--- src/rtl/sched_queue_pkg.sv ---
// rtl/sched_queue_pkg.sv - shared widths, iop field positions and entry type for the scheduling queue
package sched_queue_pkg;

  localparam int IOP_W      = 32;
  localparam int IOP_INIT_W = 3;
  localparam int ENTRY_W    = IOP_W + IOP_INIT_W;

  localparam int SQ_DEPTH = 4;
  localparam int SQ_PTR_W = 2;

  localparam int IOP_AGU_HI = 30;
  localparam int IOP_AGU_LO = 24;
  localparam int IOP_ALU_HI = 23;
  localparam int IOP_ALU_LO = 5;
  localparam int IOP_MEM_HI = 4;
  localparam int IOP_MEM_LO = 3;

  localparam int INIT_ALU    = 2;
  localparam int INIT_DIRECT = 1;
  localparam int INIT_AGU    = 0;

  typedef struct packed {
    logic [IOP_W-1:0]      iop;
    logic [IOP_INIT_W-1:0] init;
  } sq_entry_t;

endpackage

--- src/rtl/sched_queue_if.sv ---
// rtl/sched_queue_if.sv - decoder push, flush and execute-side head signals of the scheduling queue
interface sched_queue_if #(
  parameter int PTR_W = sched_queue_pkg::SQ_PTR_W
);
  logic                                  flush;
  logic                                  id_feed;
  logic [sched_queue_pkg::IOP_W-1:0]      id_iop;
  logic [sched_queue_pkg::IOP_INIT_W-1:0] id_iop_init;
  logic                                  q_hold;
  logic                                  sq_valid;
  logic [sched_queue_pkg::IOP_W-1:0]      sq_iop;
  logic [sched_queue_pkg::IOP_INIT_W-1:0] sq_init;
  logic                                  sq_pop;
  logic [PTR_W:0]                        sq_count;
  logic                                  sq_ovf;

  modport master (
    output flush, id_feed, id_iop, id_iop_init, sq_pop,
    input  q_hold, sq_valid, sq_iop, sq_init, sq_count, sq_ovf
  );

  modport slave (
    input  flush, id_feed, id_iop, id_iop_init, sq_pop,
    output q_hold, sq_valid, sq_iop, sq_init, sq_count, sq_ovf
  );
endinterface

--- src/rtl/sched_queue_mem.sv ---
// rtl/sched_queue_mem.sv - reset-free entry array, one write port and one async read port
module sched_queue_mem #(
  parameter int DEPTH = 4,
  parameter int PTR_W = 2,
  parameter int W     = 35
) (
  input  logic             clk,
  input  logic             we,
  input  logic [PTR_W-1:0] waddr,
  input  logic [W-1:0]     wdata,
  input  logic [PTR_W-1:0] raddr,
  output logic [W-1:0]     rdata
);

  logic [W-1:0] mem [DEPTH];

  always_ff @(posedge clk) begin
    if (we) mem[waddr] <= wdata;
  end

  assign rdata = mem[raddr];

endmodule

--- src/rtl/sched_queue.sv ---
// rtl/sched_queue.sv - in-order scheduling queue between decode and execute, with decoder hold
// Optional SCHED_QUEUE_BYPASS_EN: empty-queue pushes appear at the head in the same cycle.
module sched_queue
  import sched_queue_pkg::*;
#(
  parameter int DEPTH = SQ_DEPTH,
  parameter int PTR_W = SQ_PTR_W
) (
  input  logic         clk,
  input  logic         a_rst,
  sched_queue_if.slave bus
);

  localparam logic [PTR_W:0] FULL_CNT = (PTR_W+1)'(DEPTH);
  localparam logic [PTR_W:0] LAST_CNT = (PTR_W+1)'(DEPTH - 1);

  logic [PTR_W-1:0] rd_ptr, wr_ptr;
  logic [PTR_W:0]   count;
  logic             q_hold_r, ovf_r;
  sq_entry_t        feed_entry, mem_rdata, head;
  logic             full, stored_valid, head_valid, bypass_hit, bypass_take;
  logic             push_ok, pop_ok, mem_we, advance_rd;

  assign full         = (count == FULL_CNT);
  assign stored_valid = (count != '0);
  assign feed_entry   = '{iop: bus.id_iop, init: bus.id_iop_init};

`ifdef SCHED_QUEUE_BYPASS_EN
  assign bypass_hit = ~stored_valid & bus.id_feed & ~bus.flush;
`else
  assign bypass_hit = 1'b0;
`endif

  assign head_valid  = stored_valid | bypass_hit;
  assign pop_ok      = bus.sq_pop & head_valid;
  assign push_ok     = bus.id_feed & (~full | pop_ok);
  // A bypassed op consumed in the same cycle never touches storage or pointers.
  assign bypass_take = bypass_hit & bus.sq_pop;
  assign mem_we      = push_ok & ~bypass_take;
  assign advance_rd  = pop_ok & ~bypass_take;

  sched_queue_mem #(
    .DEPTH (DEPTH),
    .PTR_W (PTR_W),
    .W     (ENTRY_W)
  ) u_mem (
    .clk   (clk),
    .we    (mem_we),
    .waddr (wr_ptr),
    .wdata (feed_entry),
    .raddr (rd_ptr),
    .rdata (mem_rdata)
  );

  always_ff @(posedge clk) begin
    if (a_rst) begin
      rd_ptr   <= '0;
      wr_ptr   <= '0;
      count    <= '0;
      q_hold_r <= 1'b0;
      ovf_r    <= 1'b0;
    end else if (bus.flush) begin
      rd_ptr   <= '0;
      wr_ptr   <= '0;
      count    <= '0;
      q_hold_r <= 1'b0;
    end else begin
      if (mem_we)     wr_ptr <= wr_ptr + 1'b1;
      if (advance_rd) rd_ptr <= rd_ptr + 1'b1;
      case ({mem_we, advance_rd})
        2'b10:   count <= count + 1'b1;
        2'b01:   count <= count - 1'b1;
        default: count <= count;
      endcase
      q_hold_r <= full | ((count == LAST_CNT) & push_ok & ~pop_ok);
      if (bus.id_feed & full & ~pop_ok) ovf_r <= 1'b1;
    end
  end

  // Head reads zero when empty so reset leaves the op/mask outputs clean.
  always_comb begin
    head = '0;
    if (bypass_hit)        head = feed_entry;
    else if (stored_valid) head = mem_rdata;
  end

  assign bus.sq_valid = head_valid;
  assign bus.sq_iop   = head.iop;
  assign bus.sq_init  = head.init;
  assign bus.sq_count = count;
  assign bus.q_hold   = q_hold_r;
  assign bus.sq_ovf   = ovf_r;

endmodule
--- src/flat_wrapper.sv ---
// flat-port wrapper written by rule: the top's interface ports become plain ports
module sched_queue_flat import sched_queue_pkg::*;
#(
  parameter int DEPTH = SQ_DEPTH,
  parameter int PTR_W = SQ_PTR_W
)
  (clk, a_rst, bus_flush, bus_id_feed, bus_id_iop, bus_id_iop_init, bus_sq_pop, bus_q_hold, bus_sq_valid, bus_sq_iop, bus_sq_init, bus_sq_count, bus_sq_ovf);
  sched_queue_if #(.PTR_W(PTR_W)) bus_i ();
  input  logic clk;
  input  logic a_rst;
  input wire logic [$bits(bus_i.flush)-1:0] bus_flush;
  input wire logic [$bits(bus_i.id_feed)-1:0] bus_id_feed;
  input wire logic [$bits(bus_i.id_iop)-1:0] bus_id_iop;
  input wire logic [$bits(bus_i.id_iop_init)-1:0] bus_id_iop_init;
  input wire logic [$bits(bus_i.sq_pop)-1:0] bus_sq_pop;
  output wire logic [$bits(bus_i.q_hold)-1:0] bus_q_hold;
  output wire logic [$bits(bus_i.sq_valid)-1:0] bus_sq_valid;
  output wire logic [$bits(bus_i.sq_iop)-1:0] bus_sq_iop;
  output wire logic [$bits(bus_i.sq_init)-1:0] bus_sq_init;
  output wire logic [$bits(bus_i.sq_count)-1:0] bus_sq_count;
  output wire logic [$bits(bus_i.sq_ovf)-1:0] bus_sq_ovf;
  assign bus_i.flush = bus_flush;
  assign bus_i.id_feed = bus_id_feed;
  assign bus_i.id_iop = bus_id_iop;
  assign bus_i.id_iop_init = bus_id_iop_init;
  assign bus_i.sq_pop = bus_sq_pop;
  assign bus_q_hold = bus_i.q_hold;
  assign bus_sq_valid = bus_i.sq_valid;
  assign bus_sq_iop = bus_i.sq_iop;
  assign bus_sq_init = bus_i.sq_init;
  assign bus_sq_count = bus_i.sq_count;
  assign bus_sq_ovf = bus_i.sq_ovf;
  sched_queue #(.DEPTH(DEPTH), .PTR_W(PTR_W)) u_core (.clk(clk), .a_rst(a_rst), .bus(bus_i));
endmodule
--- config.mk ---
export PLATFORM = sky130hd
export DESIGN_NAME = sched_queue_flat
export DESIGN_NICKNAME = d
export VERILOG_FILES = /design/src/rtl/sched_queue_pkg.sv /design/src/rtl/sched_queue_if.sv /design/src/rtl/sched_queue_mem.sv /design/src/rtl/sched_queue.sv /design/src/flat_wrapper.sv
export SDC_FILE = /design/constraint.sdc
export NUM_CORES = 1
export LEC_CHECK = 0
export CORE_MARGIN = 3
export CORE_UTILIZATION = 41
export DETAILED_ROUTE_END_ITERATION = 8
export PLACE_DENSITY = 0.7
export SLEW_MARGIN = 20
export SYNTH_ARGS = -nofsm -noshare
export SYNTH_HDL_FRONTEND = slang
export SYNTH_SLANG_ARGS = --single-unit
--- constraint.sdc ---
create_clock -name clk -period 2.5 [get_ports clk]
set_clock_uncertainty 0.2 [all_clocks]
set_input_delay 0.5 -clock clk [delete_from_list [all_inputs] [get_ports clk]]
set_output_delay 0.5 -clock clk [all_outputs]
set_load 0.02 [all_outputs]
======== After elaboration in Yosys (flattened, before gate mapping) ========
Memories as Yosys holds them, arrays and structs flattened. A register that Yosys moved wholly into a read port is not among the register bits.
Cells that the tools add are included.
word-level totals
  bits in registers ....................... 9
  bits in latches ......................... 0
  RAM bits ................................ 140
  bits in read-only memories .............. 0
  input port bits ......................... 40
  output and inout bits ................... 41
  word-level logic and storage cells ...... 35
  memories ................................ 1
cells by class
  $add $sub $neg .......................... 4
  multiply operators ...................... 0
  div/mod/pow operators ................... 0
  order comparisons ....................... 0
  equal/unequal tests ..................... 4
  shift-type cells ........................ 0
  muxes and demuxes ....................... 6
  bitwise gates (word level) .............. 11
  reduce and logical (&&, ||, !) cells .... 4
memories
  name              depth  bits a word  rd ports  clocked after Yosys merged registers in  wr ports  line                   RTL
  u_core.u_mem.mem  4      35           1         1                                        1         sched_queue_mem.sv:15  logic [W-1:0] mem [DEPTH];
operators with widths
  operator             number
  $mux 35              1
  $and 1x1->1          6
  $pmux 3 s2           1
  $add 2x1->2 const B  2
  $mux 2               2
  $add 3x1->3 const B  1
  $eq 3x2->1 const B   1
  $eq 3x3->1 const B   1
  $not 1->1            3
  $reduce_bool 3->1    1
  $sub 3x1->3 const B  1
  $eq 2x1->1 const B   1
  $eq 2x2->1 const B   1
  $mux 1               2
  $or 1x1->1           2
  $reduce_and 2->1     1
  $reduce_bool 2->1    1
  $reduce_or 2->1      1

======== Logic depth before layout (Yosys ltp) ========
Gate-level depths: netlist of run 1.
  word-level depth ........................ 7
  depth in mapped cells ................... 10

======== By module ========
A second synthesis of run 1 with hierarchy kept.
unflattened totals
  cells, all modules ...................... 289
  area total of the unflattened synthesis .. 5958.2 um2
modules (own cells, without submodules)
  module           times used  cells an instance  area an instance (um2)  sequential area each (um2)
  sched_queue_mem  1           187                5133.7                  4204.0
  sched_queue      1           102                824.5                   180.2

======== Least setup slack after synthesis of run 1 ========
No wires, ideal clock.
  kind .................................... register -> register
  start point ............................. register u_core.count[0], in the netlist u_core.bus.sq_count[0]
  end point ............................... register u_core.count[2], in the netlist u_core.bus.sq_count[2]
  library setup time ...................... 0.070 ns
  arrival ................................. 2.159 ns
  data required time ...................... 2.230 ns
  path slack .............................. 0.071 ns
  stages on the path, launching flop included .. 11
  clock period less this slack ............ 2.429 ns
  cell sequence ........................... dfxtp_1 buf_6 nor4b_1 nor2_1 inv_1 ha_1 inv_1 fa_1 xor2_1 or3_1 a21oi_1
on the way
  longest elaborated chain between the ends .. 6
ends and longest elaborated chain
  item                                             line                                  RTL
  from (decl)                                      sched_queue.sv:18                     logic [PTR_W:0] count;
  from (signal assigned)                           sched_queue.sv:71                     2'b10: count <= count + 1'b1;
  from (signal assigned)                           sched_queue.sv:72                     2'b01: count <= count - 1'b1;
  from (signal assigned)                           sched_queue.sv:73                     default: count <= count;
  $reduce_bool 3->1 or $eq 3x3->1 (tied branches)  sched_queue.sv:25, sched_queue.sv:24
  $and 1x1->1 or $not 1->1 (tied branches)         sched_queue.sv:35, sched_queue.sv:36
  $or 1x1->1                                       sched_queue.sv:36                     assign push_ok = bus.id_feed & (~full | pop_ok);
  $and 1x1->1                                      sched_queue.sv:36
  $eq 2x1->1 or $eq 2x2->1 (tied branches)         sched_queue.sv:70                     case ({mem_we, advance_rd})
  $pmux 3 s2 or $reduce_bool 2->1 (tied branches)  -
Parallel ways exist; a longest one is shown, timed or not.
A chain may end at the register's enable or synchronous reset.

==> impl_metrics.env, run 1 <==
export IMPL_cts_buffers=17
export IMPL_yosysTopAreaCell="edfxtp_1"
export IMPL_place_area_sq_um=7150
export IMPL_worstSetupPathType="reg -> out"
export IMPL_core_area_sq_um=13900
export IMPL_routed_wl_microns=11000
export IMPL_area_growth_pct=31.7
export IMPL_rsz0062_at_grt="yes"
export IMPL_clk_latency_ns=0.40
export IMPL_cp_max_fo=5
export IMPL_final_setup_viol_count=24
export IMPL_max_slew_margin=0.810
export IMPL_worstPathArrival_ns=1.84
export IMPL_start_util=0.420
export IMPL_drt_iter0_drc=221
export IMPL_die_x_microns=125
export IMPL_power_leakage_nw=2.64
export IMPL_dieArea_sq_um=15700
export IMPL_ys_seq_area_frac=0.757
export IMPL_grt_max_degree=23
export IMPL_cts_tree="done"
export IMPL_start_kind="register"
export IMPL_synthCells=289
export IMPL_final_core_util=0.553
export IMPL_status="finished, violations left"
export IMPL_place_hpwl_microns=6750
export IMPL_max_vdd_ir_drop_mv=0.447
export IMPL_mostFrequentLayoutCell="edfxtp_1"
export IMPL_grt_usage=0.150
export IMPL_drtPass1Iterations=4
export IMPL_detail_route_wl_per_cell_microns=18.6
export IMPL_required_ns=1.80
export IMPL_drc_errors=0
export IMPL_grt_pass1_vias=3171
export IMPL_synth_area_sq_um=5850
export IMPL_yosysWarnings=0
export IMPL_whs_ns=0.248
export IMPL_final_cell_mix="140 x edfxtp_1, 43 x clkdlybuf4s50_1, 35 x mux4_2, 31 x nor2b_1, 25 x buf_2"
export IMPL_critical_path_slowest_cell="mux4_2"
export IMPL_cts_htree_levels=4
export IMPL_worstSetupEndpointType="output pin"
export IMPL_num_antenna_cells=0
export IMPL_postRouteAntennaNets=0
export IMPL_violations="setup timing"
export IMPL_yosysUniqueCellTypes=28
export IMPL_fmax_mhz=394
export IMPL_globalplace_congestion=0.706
export IMPL_hp_class="reg -> reg"
export IMPL_path_cells="buf_12 -> buf_16 -> mux4_2 -> nor2b_4 -> buf_6"
export IMPL_drt_vias_per_instance=5.07
export IMPL_fin_area_sq_um=7700
export IMPL_tns_ns=-0.290
export IMPL_drv_slew=0
export IMPL_syn_mean_instance_area_sq_um=20.2
export IMPL_hold_viol=0
export IMPL_port_buffers=80
export IMPL_drive_gt1_frac=0.338
export IMPL_overflow=0
export IMPL_num_vias=3014
export IMPL_setup_ws_ns=-0.0363
export IMPL_period_share=1.01
export IMPL_p_per_area_nw_per_um2=730
export IMPL_synthTopCellsByArea="edfxtp_1 72%, mux4_2 13%, dfxtp_1 3.8%, nor2b_1 3.7%, ha_1 1.1%"
export IMPL_die_y_microns=125
export IMPL_fin_nets=450
export IMPL_path_clk_slew_ns=0.06
export IMPL_ios=81
export IMPL_ys_ff_latch=151
export IMPL_clock_root_buffer="clkbuf_16"
export IMPL_finalCriticalPeriod_ns=2.54
export IMPL_cts_buffer_depth=2
export IMPL_synth_nets=335
export IMPL_rows=43
export IMPL_maxCapViolations=0
export IMPL_grt_pass1_wl_microns=17700
export IMPL_synth_top_area_share=0.719
export IMPL_clock_sinks=151
export IMPL_slowest_delay_ns=0.49
export IMPL_antenna_found_initial=0
export IMPL_worstMarginPinSlew_ns=0.283
-- state kept, by name, indices dropped and copies added (netlist names), named ones only --
signal and flops:
u_core.bus.sq_count 3, u_core.rd_ptr 2, u_core.u_mem.mem 140, u_core.wr_ptr 2, u_core.bus.q_hold 1, u_core.bus.sq_ovf 1
-- path summary, 6_finish.rpt --
path	from	endpoint	slack, ns	depth (start not counted)
worst min register to register	u_core.bus.sq_ovf	u_core.bus.sq_ovf	0.25	2
worst min-delay path	u_core.bus.sq_ovf	u_core.bus.sq_ovf	0.25	2
worst max register to register	u_core.bus.sq_count[0]	u_core.bus.sq_count[2]	0.15	9
worst max-delay path	register	bus_sq_iop[20]	-0.04	5
-- metal layers --
layer	track usage	up-vias	wire length, microns
li1	-	1374	-
met2	0.239	76	5420
met5	0	-	0
met1	0.199	1554	5030
met3	0.0440	10	470
met4	0.0497	0	117
-- kinds of logic (layout without fill, tap and decap cells) --
group                      after synthesis  in the layout  share of synthesized area
DFF                                    151            151                      0.757
and+or+nand+nor                         58             58                     0.0599
AOI/OAI and AO/OA                       12             12                     0.0107
muxes                                   35             35                      0.135
buffers and inverters                   24            149                     0.0193
xor gates and xnor gates                 3              3                    0.00449
adders and majority gates                6              6                     0.0141
-- repair_timing --
action	CTS	global route
buffers inserted	5	0
pin swaps	1	1
hold buffers	0	0
endpoints found under the setup margin	37	37
hold endpoints to repair	0	0
resized for setup	152	26
cloned	3	0
-- critical path, delay by kind of cell (launching register included) --
family / cells / cell delay [ns]
flops: 1 / 0.43
buf+inv: 3 / 0.36
simple gates: 1 / 0.15
mux: 1 / 0.49
-- layout make-up --
cell class | count | area, sq um
timing repair buffer | 110 | 1100
clock inverter | 10 | 108
sequential | 151 | 4430
tap | 180 | 225
multi-input combinational | 114 | 1370
fill | 1097 | 6230
inverter | 10 | 37.5
clock buffer | 19 | 433
-- power by group --
group	internal (mW)	switching, mW
combinational	0.221	0.213
sequential	2.82	0.0175
clock	1.44	0.906
-- through the flow --
stage,setup WS (ns),cells,power [mW]
final,-0.0363,594,5.62
after detailed placement,-0.450,560,3.34
after floorplan,0.0710,289,3.09
after global routing,-0.105,594,5.83
after CTS,-0.137,596,5.68
after global placement,-0.298,560,3.33
-- cell usage after synthesis --
cell type and n:
a21oi_1 7, and3_1 4, buf_1 1, buf_2 2, buf_4 3, buf_6 1
clkbuf_1 6, clkbuf_2 1, dfxtp_1 11, edfxtp_1 140, fa_1 1, ha_1 5
inv_1 10, mux4_2 35, nand2_1 2, nand3_1 2, nor2_1 6, nor2b_1 35
nor3_1 1, nor4b_1 1, o21ai_0 4, o31ai_1 1, or2_2 1, or3_1 2
or3b_1 1, or4_1 2, or4b_1 1, xor2_1 3
Power figures use the tool's default switching activity.
==> run 2, diff against run 1 <==
--- a/config.mk
+++ b/config.mk
@@ -9,6 +9,7 @@
 export CORE_UTILIZATION = 41
 export DETAILED_ROUTE_END_ITERATION = 8
 export PLACE_DENSITY = 0.7
+export SKIP_CTS_REPAIR_TIMING = 1
 export SLEW_MARGIN = 20
 export SYNTH_ARGS = -nofsm -noshare
 export SYNTH_HDL_FRONTEND = slang
==> run 2 against run 1 <==
Effect of this change: the run still ends with setup timing left; first-iteration DRC count decreased by 9.5%; via count increased by 0.23%; sequential share of layout area increased by 0.23 points; critical path type unchanged; non-clock buffer count increased by 9; total power about the same; register-to-register slack about the same.
==> impl_metrics.env, run 2 (same netlist as run 1, synthesis figures left out) <==
export IMPL_die_x_microns=125
export IMPL_antenna_found_initial=0
export IMPL_globalplace_congestion=0.706
export IMPL_worstMarginPinSlew_ns=0.279
export IMPL_ios=81
export IMPL_num_vias=3021
export IMPL_p_per_area_nw_per_um2=732
export IMPL_drc_errors=0
export IMPL_detail_route_wl_per_cell_microns=18.1
export IMPL_worstSetupPathType="reg -> out"
export IMPL_max_vdd_ir_drop_mv=0.425
export IMPL_place_hpwl_microns=6750
export IMPL_largest_reg_flops=140
export IMPL_final_core_util=0.551
export IMPL_dieArea_sq_um=15700
export IMPL_fin_nets=459
export IMPL_path_cells="buf_12 -> buf_4 -> mux4_2 -> nor2b_1 -> clkbuf_2"
export IMPL_rsz0062_at_grt="yes"
export IMPL_postRouteAntennaNets=0
export IMPL_path_buf_inv=3
export IMPL_num_antenna_cells=0
export IMPL_port_buffers=80
export IMPL_max_slew_margin=0.813
export IMPL_rows=43
export IMPL_clock_sinks=151
export IMPL_violations="setup timing"
export IMPL_status="finished, violations left"
export IMPL_cp_max_fo=11
export IMPL_drtPass1Iterations=4
export IMPL_die_y_microns=125
export IMPL_cts_buffer_depth=2
export IMPL_drv_slew=0
export IMPL_fin_total_pwr_mw=5.62
export IMPL_worstSetupEndpointType="output pin"
export IMPL_worstPathArrival_ns=1.88
export IMPL_routed_wl_microns=10900
export IMPL_grt_pass1_vias=3133
export IMPL_setup_ws_ns=-0.0842
export IMPL_slowest_delay_ns=0.49
export IMPL_critical_path_top_delay_family="multiplexers"
export IMPL_clk_latency_ns=0.40
export IMPL_path_clk_slew_ns=0.06
export IMPL_required_ns=1.80
export IMPL_cts_htree_levels=4
export IMPL_area_growth_pct=31.2
export IMPL_grt_max_degree=23
export IMPL_final_cell_mix="140 x edfxtp_1, 44 x clkdlybuf4s50_1, 35 x mux4_2, 34 x nor2b_1, 31 x buf_4"
export IMPL_post_place_ws_ns=-0.450
export IMPL_period_share=1.03
export IMPL_core_area_sq_um=13900
export IMPL_overflow=0
export IMPL_largest_register="u_core.u_mem.mem"
export IMPL_hold_viol=0
export IMPL_start_kind="register"
export IMPL_hp_class="reg -> reg"
export IMPL_clock_root_buffer="clkbuf_16"
export IMPL_fmax_mhz=387
export IMPL_drive_gt1_frac=0.345
export IMPL_final_setup_viol_count=18
export IMPL_start_util=0.420
export IMPL_mostFrequentLayoutCell="edfxtp_1"
export IMPL_drt_iter0_drc=200
export IMPL_grt_usage=0.145
export IMPL_critical_path_slowest_cell="mux4_2"
export IMPL_cts_tree="done"
export IMPL_grt_pass1_wl_microns=17300
export IMPL_drt_vias_per_instance=5.01
export IMPL_maxCapViolations=0
export IMPL_power_leakage_nw=2.62
export IMPL_finalCriticalPeriod_ns=2.58
export IMPL_cts_buffers=17
run 2: changes by cell type in the layout (fill, tap and decap cells not counted), moves of 2 or more:
cell	before	now
buf_2	25	9
nor2b_4	4	0
buf_4	19	31
buf_12	14	12
buf_6	5	3
clkbuf_2	0	19
nor2b_1	31	34
run 2: area by class of cell:
class	instances	area [sq um]
tap	180	225
sequential	151	4430
multi-input combinational	114	1340
inverter	10	37.5
clock buffer	19	433
timing repair buffer	119	1100
clock inverter	10	108
fill	1102	6260
run 2: worst paths after layout:
check                               from                     end  slack [ns]  depth (start not counted)
hold / removal         u_core.bus.sq_ovf       u_core.bus.sq_ovf        0.25                          2
setup / recovery                register          bus_sq_iop[31]       -0.08                          5
setup reg to reg  u_core.bus.sq_count[0]  u_core.bus.sq_count[2]        0.14                          9
hold reg to reg        u_core.bus.sq_ovf       u_core.bus.sq_ovf        0.25                          2
run 2: worst reg2reg max path, cell delays in order (launching register included):
cell and delay [ns]:
dfxtp_1 0.37, nor4b_2 0.36, nor2_1 0.08, inv_1 0.06, ha_1 0.15, inv_1 0.06
fa_1 0.37, xor2_1 0.16, or3_1 0.34, a21oi_2 0.14
run 2: metal layers:
| layer | global-route usage | routed length (microns) | vias to the layer above |
|---|---|---|---|
| met5 | 0 | 0 | - |
| met4 | 0.0497 | 137 | 0 |
| met3 | 0.0427 | 436 | 11 |
| met2 | 0.230 | 5370 | 71 |
| met1 | 0.193 | 4990 | 1550 |
| li1 | - | - | 1389 |
run 2: through the flow:
step           TNS, ns  area (sq um)  hold slack, ns  cells
2_1_floorplan        0          5850           0.259    289
3_3_place_gp     -5.08          7150           0.240    560
3_5_place_dp     -9.46          7150           0.245    560
4_1_cts         -15.64          7690           0.253    589
5_1_grt          -2.60          7670           0.276    603
6_report        -0.494          7670           0.248    603
run 2: power by group:
| part | switching [mW] | internal (mW) |
|---|---|---|
| logic | 0.210 | 0.217 |
| registers | 0.0166 | 2.82 |
| clock network | 0.908 | 1.44 |
